===== config.mk =====
export PLATFORM = sky130hd
export DESIGN_NAME = or1200_vlx_seq_flat
export DESIGN_NICKNAME = d
export VERILOG_FILES = /design/src/rtl/or1200_vlx_seq_if.sv /design/src/rtl/or1200_vlx_seq.sv /design/src/flat_wrapper.sv
export SDC_FILE = /design/constraint.sdc
export NUM_CORES = 1
export LEC_CHECK = 0
export BUFFER_PORTS_ARGS = -buffer_cell sky130_fd_sc_hd__buf_4
export CAP_MARGIN = 10
export CELL_PAD_IN_SITES_DETAIL_PLACEMENT = 1
export CELL_PAD_IN_SITES_GLOBAL_PLACEMENT = 1
export CORE_AREA = 4 4 212 214
export CTS_BUF_LIST = sky130_fd_sc_hd__clkbuf_8
export DETAILED_ROUTE_END_ITERATION = 6
export DIE_AREA = 0 0 216 218
export GPL_ROUTABILITY_DRIVEN = 1
export PLACE_DENSITY = 0.67
export RECOVER_POWER = 50
export REMOVE_ABC_BUFFERS = 1
export SETUP_SLACK_MARGIN = 0.3
export SLEW_MARGIN = 0
export SYNTH_ARGS = -nofsm -noshare
export SYNTH_HDL_FRONTEND = slang
export SYNTH_SLANG_ARGS = --single-unit

===== constraint.sdc =====
create_clock -name clk_i -period 9.4 [get_ports clk_i]
set_input_delay 1.88 -clock clk_i [delete_from_list [all_inputs] [get_ports clk_i]]
set_output_delay 1.88 -clock clk_i [all_outputs]
set_load 0.05 [all_outputs]

===== src/rtl/or1200_vlx_seq_if.sv =====
// Bus bundle between the VLX store sequencer and its CPU/memory side.
// Signal names keep the sequencer's point of view (_i into it, _o out of it).
interface or1200_vlx_seq_if;
    logic        set_bit_op_i;
    logic [31:0] bits_i;
    logic [4:0]  num_bits_i;
    logic        flush_i;
    logic        init_addr_we_i;
    logic [31:0] init_addr_i;
    logic        ack_i;
    logic        store_byte_o;
    logic [31:0] addr_o;
    logic [31:0] dat_o;
    logic [3:0]  sel_o;
    logic        stall_cpu_o;
    logic [5:0]  bit_cnt_o;
    logic        err_o;

    // Sequencer side
    modport slave (
        input  set_bit_op_i, bits_i, num_bits_i, flush_i,
        input  init_addr_we_i, init_addr_i, ack_i,
        output store_byte_o, addr_o, dat_o, sel_o, stall_cpu_o, bit_cnt_o, err_o
    );

    // CPU / memory side
    modport master (
        output set_bit_op_i, bits_i, num_bits_i, flush_i,
        output init_addr_we_i, init_addr_i, ack_i,
        input  store_byte_o, addr_o, dat_o, sel_o, stall_cpu_o, bit_cnt_o, err_o
    );
endinterface


===== src/rtl/or1200_vlx_seq.sv =====
// VLX store sequencer: packs variable-length bit fields into a bit buffer
// and emits whole bytes to memory, inserting a 0x00 after every 0xFF byte.
//
// state | meaning
// IDLE  | accepting set-bit / flush / init operations, cnt < 8
// STORE | requesting store of the top buffered byte
// STUFF | requesting store of the 0x00 stuffing byte after an 0xFF
module or1200_vlx_seq (
    input  logic                   clk_i,
    input  logic                   rst_i,
    or1200_vlx_seq_if.slave        bus
);
    typedef enum logic [1:0] {IDLE, STORE, STUFF} state_t;

    state_t      state_q, state_d;
    logic [31:0] buf_q, buf_d;
    logic [5:0]  cnt_q, cnt_d;
    logic [31:0] addr_q, addr_d;
    logic        err_q, err_d;
    logic        store_q, store_d;
    logic [31:0] dat_q, dat_d;
    logic [3:0]  sel_q, sel_d;

    logic [31:0] nb;
    logic [5:0]  nc;
    logic [2:0]  pad;
    logic [7:0]  cur_byte;
    logic        any_op;
    logic        final_ack;

    // Top valid byte of the buffer; only meaningful when c >= 8.
    function automatic logic [7:0] byte_at(input logic [31:0] b, input logic [5:0] c);
        logic [31:0] s;
        s = b >> (c - 6'd8);
        return s[7:0];
    endfunction

    assign cur_byte = byte_at(buf_q, cnt_q);
    assign any_op   = bus.set_bit_op_i | bus.flush_i | bus.init_addr_we_i;

    // Next-state logic for buffer, counter, address, error flag and registered outputs
    always_comb begin
        state_d = state_q;
        buf_d   = buf_q;
        cnt_d   = cnt_q;
        addr_d  = addr_q;
        err_d   = err_q;
        nb      = buf_q;
        nc      = cnt_q;
        pad     = 3'd0;
        case (state_q)
            IDLE: begin
                if (bus.init_addr_we_i) begin
                    addr_d = bus.init_addr_i;
                    buf_d  = 32'h0;
                    cnt_d  = 6'd0;
                    err_d  = bus.set_bit_op_i | bus.flush_i;
                end else if (bus.set_bit_op_i && (bus.num_bits_i > 5'd24)) begin
                    // Illegal length drops the whole operation, including a paired flush.
                    err_d = 1'b1;
                end else begin
                    if (bus.set_bit_op_i && (bus.num_bits_i != 5'd0)) begin
                        nb = (nb << bus.num_bits_i) |
                             (bus.bits_i & ((32'h1 << bus.num_bits_i) - 32'h1));
                        nc = nc + {1'b0, bus.num_bits_i};
                    end
                    if (bus.flush_i) begin
                        pad = 3'd0 - nc[2:0];
                        nb  = (nb << pad) | ((32'h1 << pad) - 32'h1);
                        nc  = nc + {3'b000, pad};
                    end
                    buf_d = nb;
                    cnt_d = nc;
                    if (nc >= 6'd8) state_d = STORE;
                end
            end
            STORE: begin
                if (any_op) err_d = 1'b1;
                if (bus.ack_i) begin
                    addr_d = addr_q + 32'h1;
                    cnt_d  = cnt_q - 6'd8;
                    if (cur_byte == 8'hFF)      state_d = STUFF;
                    else if (cnt_q >= 6'd16)    state_d = STORE;
                    else                        state_d = IDLE;
                end
            end
            STUFF: begin
                if (any_op) err_d = 1'b1;
                if (bus.ack_i) begin
                    addr_d  = addr_q + 32'h1;
                    state_d = (cnt_q >= 6'd8) ? STORE : IDLE;
                end
            end
            default: state_d = IDLE;
        endcase

        store_d = (state_d != IDLE);
        dat_d   = (state_d == STORE) ? {4{byte_at(buf_d, cnt_d)}} : 32'h0;
        sel_d   = store_d ? (4'b1000 >> addr_d[1:0]) : 4'b0000;
    end

    // Ack that ends the current burst of pending bytes
    always_comb begin
        final_ack = 1'b0;
        if (bus.ack_i) begin
            if (state_q == STORE) final_ack = (cur_byte != 8'hFF) && (cnt_q < 6'd16);
            if (state_q == STUFF) final_ack = (cnt_q < 6'd8);
        end
    end

    assign bus.stall_cpu_o = rst_i &&
                             (((state_q != IDLE) && !final_ack) ||
                              ((state_q == IDLE) && (state_d == STORE)));

    // State and registered outputs, synchronous active-low reset
    always_ff @(posedge clk_i) begin
        if (!rst_i) begin
            state_q <= IDLE;
            buf_q   <= 32'h0;
            cnt_q   <= 6'd0;
            addr_q  <= 32'h0;
            err_q   <= 1'b0;
            store_q <= 1'b0;
            dat_q   <= 32'h0;
            sel_q   <= 4'b0000;
        end else begin
            state_q <= state_d;
            buf_q   <= buf_d;
            cnt_q   <= cnt_d;
            addr_q  <= addr_d;
            err_q   <= err_d;
            store_q <= store_d;
            dat_q   <= dat_d;
            sel_q   <= sel_d;
        end
    end

    assign bus.store_byte_o = store_q;
    assign bus.addr_o       = addr_q;
    assign bus.dat_o        = dat_q;
    assign bus.sel_o        = sel_q;
    assign bus.bit_cnt_o    = cnt_q;
    assign bus.err_o        = err_q;
endmodule


===== src/flat_wrapper.sv =====
// flat-port wrapper written by rule: the top's interface ports become plain ports
module or1200_vlx_seq_flat 
  (clk_i, rst_i, bus_set_bit_op_i, bus_bits_i, bus_num_bits_i, bus_flush_i, bus_init_addr_we_i, bus_init_addr_i, bus_ack_i, bus_store_byte_o, bus_addr_o, bus_dat_o, bus_sel_o, bus_stall_cpu_o, bus_bit_cnt_o, bus_err_o);
  or1200_vlx_seq_if bus_i ();
  input  logic clk_i;
  input  logic rst_i;
  input wire logic [$bits(bus_i.set_bit_op_i)-1:0] bus_set_bit_op_i;
  input wire logic [$bits(bus_i.bits_i)-1:0] bus_bits_i;
  input wire logic [$bits(bus_i.num_bits_i)-1:0] bus_num_bits_i;
  input wire logic [$bits(bus_i.flush_i)-1:0] bus_flush_i;
  input wire logic [$bits(bus_i.init_addr_we_i)-1:0] bus_init_addr_we_i;
  input wire logic [$bits(bus_i.init_addr_i)-1:0] bus_init_addr_i;
  input wire logic [$bits(bus_i.ack_i)-1:0] bus_ack_i;
  output wire logic [$bits(bus_i.store_byte_o)-1:0] bus_store_byte_o;
  output wire logic [$bits(bus_i.addr_o)-1:0] bus_addr_o;
  output wire logic [$bits(bus_i.dat_o)-1:0] bus_dat_o;
  output wire logic [$bits(bus_i.sel_o)-1:0] bus_sel_o;
  output wire logic [$bits(bus_i.stall_cpu_o)-1:0] bus_stall_cpu_o;
  output wire logic [$bits(bus_i.bit_cnt_o)-1:0] bus_bit_cnt_o;
  output wire logic [$bits(bus_i.err_o)-1:0] bus_err_o;
  assign bus_i.set_bit_op_i = bus_set_bit_op_i;
  assign bus_i.bits_i = bus_bits_i;
  assign bus_i.num_bits_i = bus_num_bits_i;
  assign bus_i.flush_i = bus_flush_i;
  assign bus_i.init_addr_we_i = bus_init_addr_we_i;
  assign bus_i.init_addr_i = bus_init_addr_i;
  assign bus_i.ack_i = bus_ack_i;
  assign bus_store_byte_o = bus_i.store_byte_o;
  assign bus_addr_o = bus_i.addr_o;
  assign bus_dat_o = bus_i.dat_o;
  assign bus_sel_o = bus_i.sel_o;
  assign bus_stall_cpu_o = bus_i.stall_cpu_o;
  assign bus_bit_cnt_o = bus_i.bit_cnt_o;
  assign bus_err_o = bus_i.err_o;
  or1200_vlx_seq u_core (.clk_i(clk_i), .rst_i(rst_i), .bus(bus_i));
endmodule

# Word level (Yosys, flattened, before mapping)
# Cells that the tools add are included.
[word_totals] rom_bits=0 regBits=110 mem_count=0 ram_bits=0 wordCells=101 output_inout_bits=77 latch_bits=0
[op_classes] n_bitwise=5 eq_ne=9 shift=7 div_mod_pow=0 muxes=39 order_cmp=6 n_mul=0 n_reduce_logical=18 n_addsub=8
[op_table] op="32-bit 2-to-1 mux" n=10
[op_table] op="6-bit 2-to-1 mux" n=11
[op_table] op="32-bit OR" n=2
[op_table] op="32-bit one-hot mux with 2 select lines" n=1
[op_table] op="32-bit by 6-bit >> shifter with 8-bit output" n=2
[op_table] op="32-bit by 1-bit subtractor with 32-bit output, second input constant" n=2
[op_table] op="32-bit by 1-bit adder with 32-bit output, second input constant" n=1
[op_table] op="32-bit bitwise AND" n=1
[op_table] op="1-bit by 3-bit << shifter with 32-bit output, first input constant" n=1
[op_table] op="1-bit by 5-bit << shifter with 32-bit output, first input constant" n=1
[op_table] op="32-bit by 3-bit << shifter with 32-bit output" n=1
[op_table] op="32-bit by 5-bit << shifter with 32-bit output" n=1
[op_table] op="6-bit by 4-bit >= comparator with 1-bit output, second input constant" n=2
[op_table] op="2-bit 2-to-1 mux" n=6
[op_table] op="6-bit one-hot mux with 2 select lines" n=1
[op_table] op="6-bit by 4-bit subtractor with 6-bit output, second input constant" n=2
[op_table] op="8-bit == test, second input constant" n=1
[op_table] op="1-bit 2-to-1 mux" n=8
[op_table] op="8-bit inequality test, second input constant" n=1
[op_table] op="6-bit by 3-bit adder with 6-bit output" n=1
[op_table] op="6-bit by 5-bit adder with 6-bit output" n=1
[op_table] op="6-bit by 5-bit >= comparator with 1-bit output, second input constant" n=1
[op_table] op="1-bit logical AND" n=6
[op_table] op="6-bit by 4-bit < comparator with 1-bit output, second input constant" n=1
[op_table] op="other kinds (20)" n=27

# Longest topological paths before layout
# Gate-level depths: netlist of run 1.
[logic_depth] ltp_word=21 depth_mapped=29

# Worst setup path before layout of run 1
# Ideal clock, no wire load.
[synth_timing] path_kind="input port to output port" start="input port bus_num_bits_i[1]" end="output port bus_stall_cpu_o" required_ps=7520 path_buffers=2 path_slack_ps=980 path_stages=18 t_arrival_ps=6540 cell_sequence="inv_1 > clkbuf_1 > fa_1 > o21ai_0 > inv_1 > ha_1 > ha_1 > clkbuf_1 > inv_1 > xnor2_1 > nor4_1 > a211oi_1 > nor4_1 > xor2_1 > nor3_1 > o211a_1 > o41ai_1 > o311a_1"
[synth_between] elab_chain_len=21 word_cells_on_any_way=24 cone_classes="3 x add/sub; 2 x order compare; 1 x eq/ne; 12 x mux; 6 x reduce/logical"
[synth_lines] item="start: declaration" line="flat_wrapper.sv:9" rtl="input wire logic [$bits(bus_i.num_bits_i)-1:0] bus_num_bits_i;"
[synth_lines] item="parallel branches: the longest is 14 deep, another holds 6-bit by 5-bit adder with 6-bit output"
[synth_lines] item="2-bit 2-to-1 mux *" line="or1200_vlx_seq.sv:58" rtl="end else if (bus.set_bit_op_i && (bus.num_bits_i > 5'd24)) begin"
[synth_lines] item="2-bit 2-to-1 mux *" line="or1200_vlx_seq.sv:53" rtl="if (bus.init_addr_we_i) begin"
[synth_lines] item="2-bit one-hot mux with 3 select lines *" line="or1200_vlx_seq.sv:51" rtl="case (state_q)"
[synth_lines] item="2-bit by 1-bit == test with 1-bit output *" line="or1200_vlx_seq.sv:113" rtl="((state_q == IDLE) && (state_d == STORE)));"
[synth_lines] item="1-bit logical AND *" line="or1200_vlx_seq.sv:113"
[synth_lines] item="1-bit logical OR *" line="or1200_vlx_seq.sv:112" rtl="(((state_q != IDLE) && !final_ack) ||"
[synth_lines] item="1-bit logical AND *" line="or1200_vlx_seq.sv:111" rtl="assign bus.stall_cpu_o = rst_i &&"
[synth_lines] item="end: declaration" line="flat_wrapper.sv:18" rtl="output wire logic [$bits(bus_i.stall_cpu_o)-1:0] bus_stall_cpu_o;"
# Mark *: on every way between the ends. The select of a mux whose other input is x is not followed.

# Worst setup path in the final report of run 1
[layout_timing] start="input port bus_num_bits_i[0]" end="output port bus_stall_cpu_o"
# Same word-level chain as after synthesis.

==> metrics.md, run 1 <==
| Metric | Value |
|---|---|
| Post-layout min period | 8524 ps |
| Power consumption | 2.850 mW |
| Status | finished, final reports clean |
| Final worst setup slack | 876.4 ps |
| CTS tree | done |
| Crit end category | output pin |
| Clock-pin slew on the worst setup and hold paths | 110 ps |
| Worst Setup EP | bus_stall_cpu_o |
| Worst slew margin | 6.756% |
| Hold Path Class | reg -> reg |
| CP max FO | 48 |
| Gpl congestion | 1.006 |
| H-Tree Level Count | 3 |
| Number of global-route vias before repair | 15.43k |
| #FFs+latches synth | 86 |
| Initial antenna violation count | 0 |
| First-pass GRT wire length | 102,200 um |
| Syn Area/Cell | 7.102 um2 |
| Post-synth top flop | dfxtp_1 |
| Cts hold-fix bufs | 0 |
| Antenna cells | 0 |
| Post-synth EDFFs | 0 |
| DRT iter0 DRCs | 1,696 |
| Final nets | 1,917 |
| Initial Utilization | 29.69% |
| Root buf cell | clkbuf_8 |
| Max VDD drop | 0.1232 mV |
| Synth Cell Area | 0.01273 mm2 |
| Worst Skew | 17.98 ps |
| Drt wl/cell | 28.44 um |
| Clock Latency Late Sink | 390 ps |
| Post-synth cell types | 115 |
| Overall routing resource usage | 27.86% |
| Rows | 76 |
| Worst flop-to-flop path startpoint | u_core.bus.bit_cnt_o[1]$_SDFF_PN0_ |
| P&R area growth vs syn | 9.492% |
| Dpl ws | 910.0 ps |
| Die X | 216 um |
| Sequential area share after synthesis | 13.52% |
| Vias post-DR | 15.76k |
| Synth warn | 0 |
| Setup Buffers After CTS | 0 |
| Share of cells above drive strength 1 | 13.78% |
| Final antenna-violating net count | 0 |
| CP Launch Type | primary input |
| Placed instance area | 0.01404 mm2 |
| Clk sinks | 86 |
| Highest clock rate | 117.3 MHz |
| Number of buffers added on ports | 150 |
| Die height | 218 um |
| Reg2Reg Depth | 23 |
| PostCTS Resize Cnt | 0 |
| Max-cap violations | 0 |
| RSZ-0062 raised after global routing | no |
| Pleak | 4.922 nW |
| WP data arrival | 6640 ps |
| Fin. max-slew vios | 0 |
| Final Setup Violations | 0 |
| FF-to-FF End | u_core.bus.dat_o[26]$_SDFF_PP0_ |
| CP Data Required Time | 7520 ps |
| Drt first pass iters | 5 |
| Total CTS buffers | 9 |
| Post-Synthesis Cells | 1,793 |
| Endpoints failing hold | 0 |
| Async SR Flop Fraction | 0% |
| Top Ports | 152 |
| Clock Path Buffers | 2 |
| Largest net degree at the start of global routing | 64 |
| Die Area | 0.04709 mm2 |
| Worst-margin pin slew | 1399 ps |
| Core ar. | 0.04289 mm2 |
| Final HPWL DP | 50,840 um |
| Pwr dens | 204.4 mW/mm2 |
| Reg2reg setup slack | 1820 ps |
| Setup TNS Final | 0 ps |
| DRC | 0 |
| Setup CP Type | in -> out |
| Final Cell Area | 0.01394 mm2 |
| Post-layout util | 32.51% |
| Final period utilization | 90.68% |
| Grt total ovfl | 0 |
| Drt via density | 6.548 |
| Worst setup path startpoint | bus_num_bits_i[0] |
| Final wirelength | 68,470 um |
cells in the final DEF (no fill, tap or decap), drive strengths merged, types with 12 or more instances in the layout:
cell type,n
o21ai,125
a21oi,128
or3,12
mux2,39
nor2b,22
nor3,65
o22ai,24
and3,24
mux2i,58
inv,51
a32oi,19
a221oi,23
nor4,22
dfxtp,86
a31oi,31
xnor2,20
a211oi,32
nor2,209
o31ai,12
nand3,79
o21a,13
nand2b,12
nand4,19
nand2,138
mux4,17
a22oi,26
o211ai,26
buf,119
ha,24
a21o,14
a2111oi,13
clkbuf,87
o221ai,18
and2,21
where the power goes:
group / internal (mW) / total [mW] / leakage [nW] / switching [mW]
Sequential: 0.432 / 0.592 / 0.704 / 0.160
Combinational: 0.582 / 1.97 / 4.12 / 1.39
Clock: 0.126 / 0.291 / 0.0968 / 0.164
Total: 1.14 / 2.85 / 4.92 / 1.71
synth_stat cells (all sizes together), types with 17 or more instances:
cell / number / share of area [%]
mux2: 39 / 3.6
nand3: 79 / 3.1
o221ai: 18 / 1.2
dfxtp: 86 / 14
o22ai: 24 / 1.2
xnor2: 20 / 1.4
and3: 24 / 1.2
a22oi: 26 / 1.5
inv: 48 / 1.4
a21oi: 128 / 5.1
nand2: 138 / 4.1
ha: 24 / 2.4
nor2b: 22 / 1.1
a31oi: 31 / 1.6
nor2: 209 / 6.2
o21ai: 125 / 5.1
buf: 86 / 4.5
mux2i: 58 / 4.7
clkbuf: 98 / 2.9
nor3: 65 / 2.7
o211ai: 26 / 1.7
a211oi: 32 / 2.0
a32oi: 19 / 1.4
a221oi: 23 / 1.8
nand4: 19 / 0.93
and2: 21 / 1.0
nor4: 22 / 1.1
mux4: 17 / 3.0
registers in the layout, indices dropped and copies added, names as in the netlist:
name and flops:
u_core.state_q 2, u_core.bus.bit_cnt_o 6, u_core.bus.store_byte_o 1, u_core.bus.addr_o 32, u_core.buf_q 32, u_core.bus.sel_o 4
u_core.bus.err_o 1, u_core.bus.dat_o 8
critical path, cell delays in order:
cell and delay (ps):
buf_4 330, buf_4 640, nor3b_2 130, a21oi_2 470, nand2_2 140, inv_2 100
ha_1 240, ha_1 390, inv_1 130, xnor2_1 180, nor4_1 70, a211oi_1 370
nor2_1 110, xnor2_1 270, nor3_1 120, o211a_1 240, o41ai_1 370, o311a_1 240
buf_4 200
kinds of logic after synthesis:
logic type / count (synthesis) / share of synthesized area, %
multiplexers: 114 / 11.26
AND/OR/NAND/NOR: 671 / 26.03
flip-flops: 86 / 13.52
adder cells (fa/ha/maj): 25 / 2.515
buffers and inverters: 235 / 8.932
XOR/XNOR: 27 / 1.857
AO/OA/AOI/OAI: 635 / 35.89
area by class of cell:
cell class | instances | area [um2]
clock inverters | 7 | 80.08
fillers | 5416 | 28940
well taps | 585 | 732.0
clock buffers | 9 | 123.9
inverters | 51 | 191.4
multi-input cells | 1472 | 9907
flip-flops and latches | 86 | 1722
repair buffers | 197 | 1186
worst min-delay path by stage:
stage,start,to,slack (ps),cells past startpoint
6_report,u_core.bus.err_o$_SDFFE_PN0P_,u_core.bus.err_o$_SDFFE_PN0P_,530,2
5_1_grt,u_core.bus.err_o$_SDFFE_PN0P_,u_core.bus.err_o$_SDFFE_PN0P_,570,2
4_1_cts,u_core.bus.err_o$_SDFFE_PN0P_,u_core.bus.err_o$_SDFFE_PN0P_,540,2
3_5_place_dp,u_core.bus.err_o$_SDFFE_PN0P_,u_core.bus.err_o$_SDFFE_PN0P_,520,2
3_3_place_gp,u_core.bus.addr_o[31]$_SDFFE_PN0P_,u_core.bus.addr_o[31]$_SDFFE_PN0P_,500,2
2_1_floorplan,u_core.buf_q[27]$_SDFF_PN0_,u_core.buf_q[27]$_SDFF_PN0_,550,2
per-stage QoR:
step / instances / hold WS, ps
after detailed placement: 2391 / 524.3
final: 2407 / 533.5
after global routing: 2407 / 574.4
after CTS: 2407 / 542.4
after global placement: 2391 / 495.4
after floorplan: 1609 / 549.2
routing by layer:
| layer | wire (um) | GRT usage (%) | up-vias |
|---|---|---|---|
| met5 | 0 | 0 | - |
| met4 | 4765 | 16.19 | 0 |
| met3 | 5767 | 4.779 | 204 |
| met2 | 28930 | 42.77 | 861 |
| met1 | 29000 | 36.82 | 7821 |
| li1 | - | - | 6875 |
No activity file was read; power rests on OpenSTA's default activity.
==> inputs of run 2 (changes only) <==
--- a/config.mk
+++ b/config.mk
@@ -15,7 +15,7 @@
 export DIE_AREA = 0 0 216 218
 export GPL_ROUTABILITY_DRIVEN = 1
 export PLACE_DENSITY = 0.67
-export RECOVER_POWER = 50
+export RECOVER_POWER = 100
 export REMOVE_ABC_BUFFERS = 1
 export SETUP_SLACK_MARGIN = 0.3
 export SLEW_MARGIN = 0
==> run 2 against run 1 <==
  * The run now ends with capacitance limit, slew limit left
  * Register-to-register slack got worse by 170 ps
  * Utilization down 0.21 points
  * First-iteration DRC count is 7.3% lower
  * Non-clock buffer count unchanged
  * Total power fell by 0.68%
  * Routed wire length about the same
  * Via count increased by 0.19%
  * Flip-flop and latch count stayed put
  * Critical path depth decreased by 3
  * Clock power about the same
  * Clock skew up 0.79 ps
  * Die area stayed put
  * Critical path type is now in -> reg
==> metrics.md, run 2 (synthesis gave the netlist of run 1 again) <==
| Metric | Value |
|---|---|
| Pwr dens | 204.3 mW/mm2 |
| Final period utilization | 95.35% |
| Status | complete, but fails checks |
| Core ar. | 0.04289 mm2 |
| Max VDD drop | 0.1231 mV |
| Post-layout util | 32.30% |
| Combinational cell fraction of total power | 68.8% |
| Commonest non-fill, non-tap cell in the layout | nor2_1 |
| Most frequent cells in the layout | 208 x nor2_1, 137 x nand2_1, 126 x a21oi_1 |
| Highest clock rate | 111.6 MHz |
| Worst flop-to-flop path startpoint | u_core.bus.bit_cnt_o[1]$_SDFF_PN0_ |
| WP data arrival | 9280 ps |
| Worst Skew | 18.77 ps |
| Total CTS buffers | 9 |
| Top Ports | 152 |
| Final HPWL DP | 50,840 um |
| Worst setup path startpoint | bus_num_bits_i[0] |
| Number of buffers added on ports | 150 |
| Initial antenna violation count | 0 |
| CP peak stage delay | 1150 ps |
| Worst-margin pin slew | 1557 ps |
| Die Area | 0.04709 mm2 |
| Final wirelength | 68,430 um |
| Crit end category | flop |
| Setup CP Type | in -> reg |
| Root buf cell | clkbuf_8 |
| Beginning of the worst hold path | u_core.bus.err_o$_SDFFE_PN0P_ |
| Clk sinks | 86 |
| Drt via density | 6.560 |
| Sw Pwr | 1.701 mW |
| Gpl congestion | 1.006 |
| Part of the power in the clock network | 10.3% |
| P&R area growth vs syn | 8.794% |
| Vias post-DR | 15.79k |
| Die X | 216 um |
| H-Tree Level Count | 3 |
| Endpoints failing hold | 0 |
| CP Launch Type | primary input |
| Post-layout min period | 8963 ps |
| Final nets | 1,917 |
| Critical path's slowest cell | clkbuf_1 |
| Final Setup Violations | 0 |
| CTS tree | done |
| Antenna cells | 0 |
| CP max FO | 48 |
| Fin. max-slew vios | 28 |
| Setup TNS Final | 0 ps |
| Placed instance area | 0.01404 mm2 |
| Number of global-route vias before repair | 15.43k |
| Share of cells above drive strength 1 | 13.01% |
| Hold Slack | 534.4 ps |
| Pleak | 4.892 nW |
| Grt total ovfl | 0 |
| Hold Path Class | reg -> reg |
| Max-cap violations | 1 |
| Cell family with most CP delay | compound AO/OA/AOI/OAI gates |
| Setup Buffers After CTS | 0 |
| Die height | 218 um |
| Drt first pass iters | 5 |
| Overall routing resource usage | 27.86% |
| Rows | 76 |
| Largest net degree at the start of global routing | 64 |
| Buffers & Inverters on Critical Path | 4 |
| First-pass GRT wire length | 102,200 um |
| RSZ-0062 raised after global routing | no |
| PostCTS Resize Cnt | 0 |
| P_int | 1.130 mW |
| Reg power frac | 20.9% |
| DRC | 0 |
| Clock-pin slew on the worst setup and hold paths | 110 ps |
| Failing checks | capacitance limit, slew limit |
| Sw frac | 60.09% |
| Cts hold-fix bufs | 0 |
| Initial Utilization | 29.69% |
| Reg2reg setup slack | 1650 ps |
| Worst slew margin | -3.798% |
| Drt wl/cell | 28.43 um |
| Final antenna-violating net count | 0 |
| DRT iter0 DRCs | 1,573 |
| Power consumption | 2.830 mW |
| Clock Latency Late Sink | 390 ps |
| CP Data Required Time | 9720 ps |
| Crit-path cells | buf_4 > buf_4 > nor3b_1 > a21oi_1 > nand2_2 > buf_4 > ha_1 > clkbuf_1 > nand2_1 > or3b_2 > o2111ai_1 > o221ai_1 > a21oi_1 > a21oi_1 > a2111oi_0 > o211a_1 |
| Final Cell Area | 0.01385 mm2 |
| Clock Path Buffers | 2 |
## run 2: cell types whose count changed in the layout (fill, tap and decap cells not counted), sizes merged
cell,delta
buf,-3
clkbuf,+3
## run 2: power groups by stage
stage / clock network [mW] / registers (mW) / logic (mW)
final: 0.290 / 0.592 / 1.95
after global routing: 0.310 / 0.595 / 2.07
after CTS: 0.300 / 0.584 / 2.00
after detailed placement: 0 / 0.591 / 1.99
after global placement: 0 / 0.590 / 1.96
after floorplan: 0 / 0.774 / 1.03
## run 2: final cells by class
class | instances | area, um2
tap | 585 | 732.0
multi-input combinational | 1472 | 9829
fill | 5425 | 29030
sequential | 86 | 1722
clock inverter | 7 | 80.08
timing repair buffer | 197 | 1175
inverter | 51 | 191.4
clock buffer | 9 | 123.9
## run 2: worst paths after layout
path	endpoint	cells past startpoint
worst max-delay path	u_core.bus.dat_o[26]$_SDFF_PP0_	16
worst min-delay path	u_core.bus.err_o$_SDFFE_PN0P_	2
worst max register to register	u_core.bus.dat_o[26]$_SDFF_PP0_	22
worst min register to register	u_core.bus.err_o$_SDFFE_PN0P_	2
## run 2: per-stage QoR
stage,worst slack [ps],cells
after floorplan,-190.6,1609
after global placement,992.1,2391
after detailed placement,910.0,2391
after CTS,893.4,2407
after global routing,304.4,2407
final,437.3,2407
## run 2: worst register-to-register path, stage by stage (launching register included)
cell,delay (ps)
dfxtp_1,320
clkbuf_1,810
inv_1,360
fa_1,620
o21ai_0,200
buf_4,190
inv_1,80
ha_1,260
ha_1,530
inv_1,130
xnor2_1,180
nor4_1,80
a211oi_1,380
nor2_1,110
xnor2_1,260
o31a_1,170
clkbuf_1,650
inv_1,480
ha_1,660
inv_1,300
o21ai_0,130
a2111oi_0,570
o211a_1,210
## run 2: per-layer routing
layer  up-vias  GRT usage [%]  part of all wire [%]
met5         -              0                     0
met4         0          16.19                   7.1
met3       205          4.779                   9.5
met2       941          42.77                    42
met1      7775          36.82                    41
li1       6870              -                     -
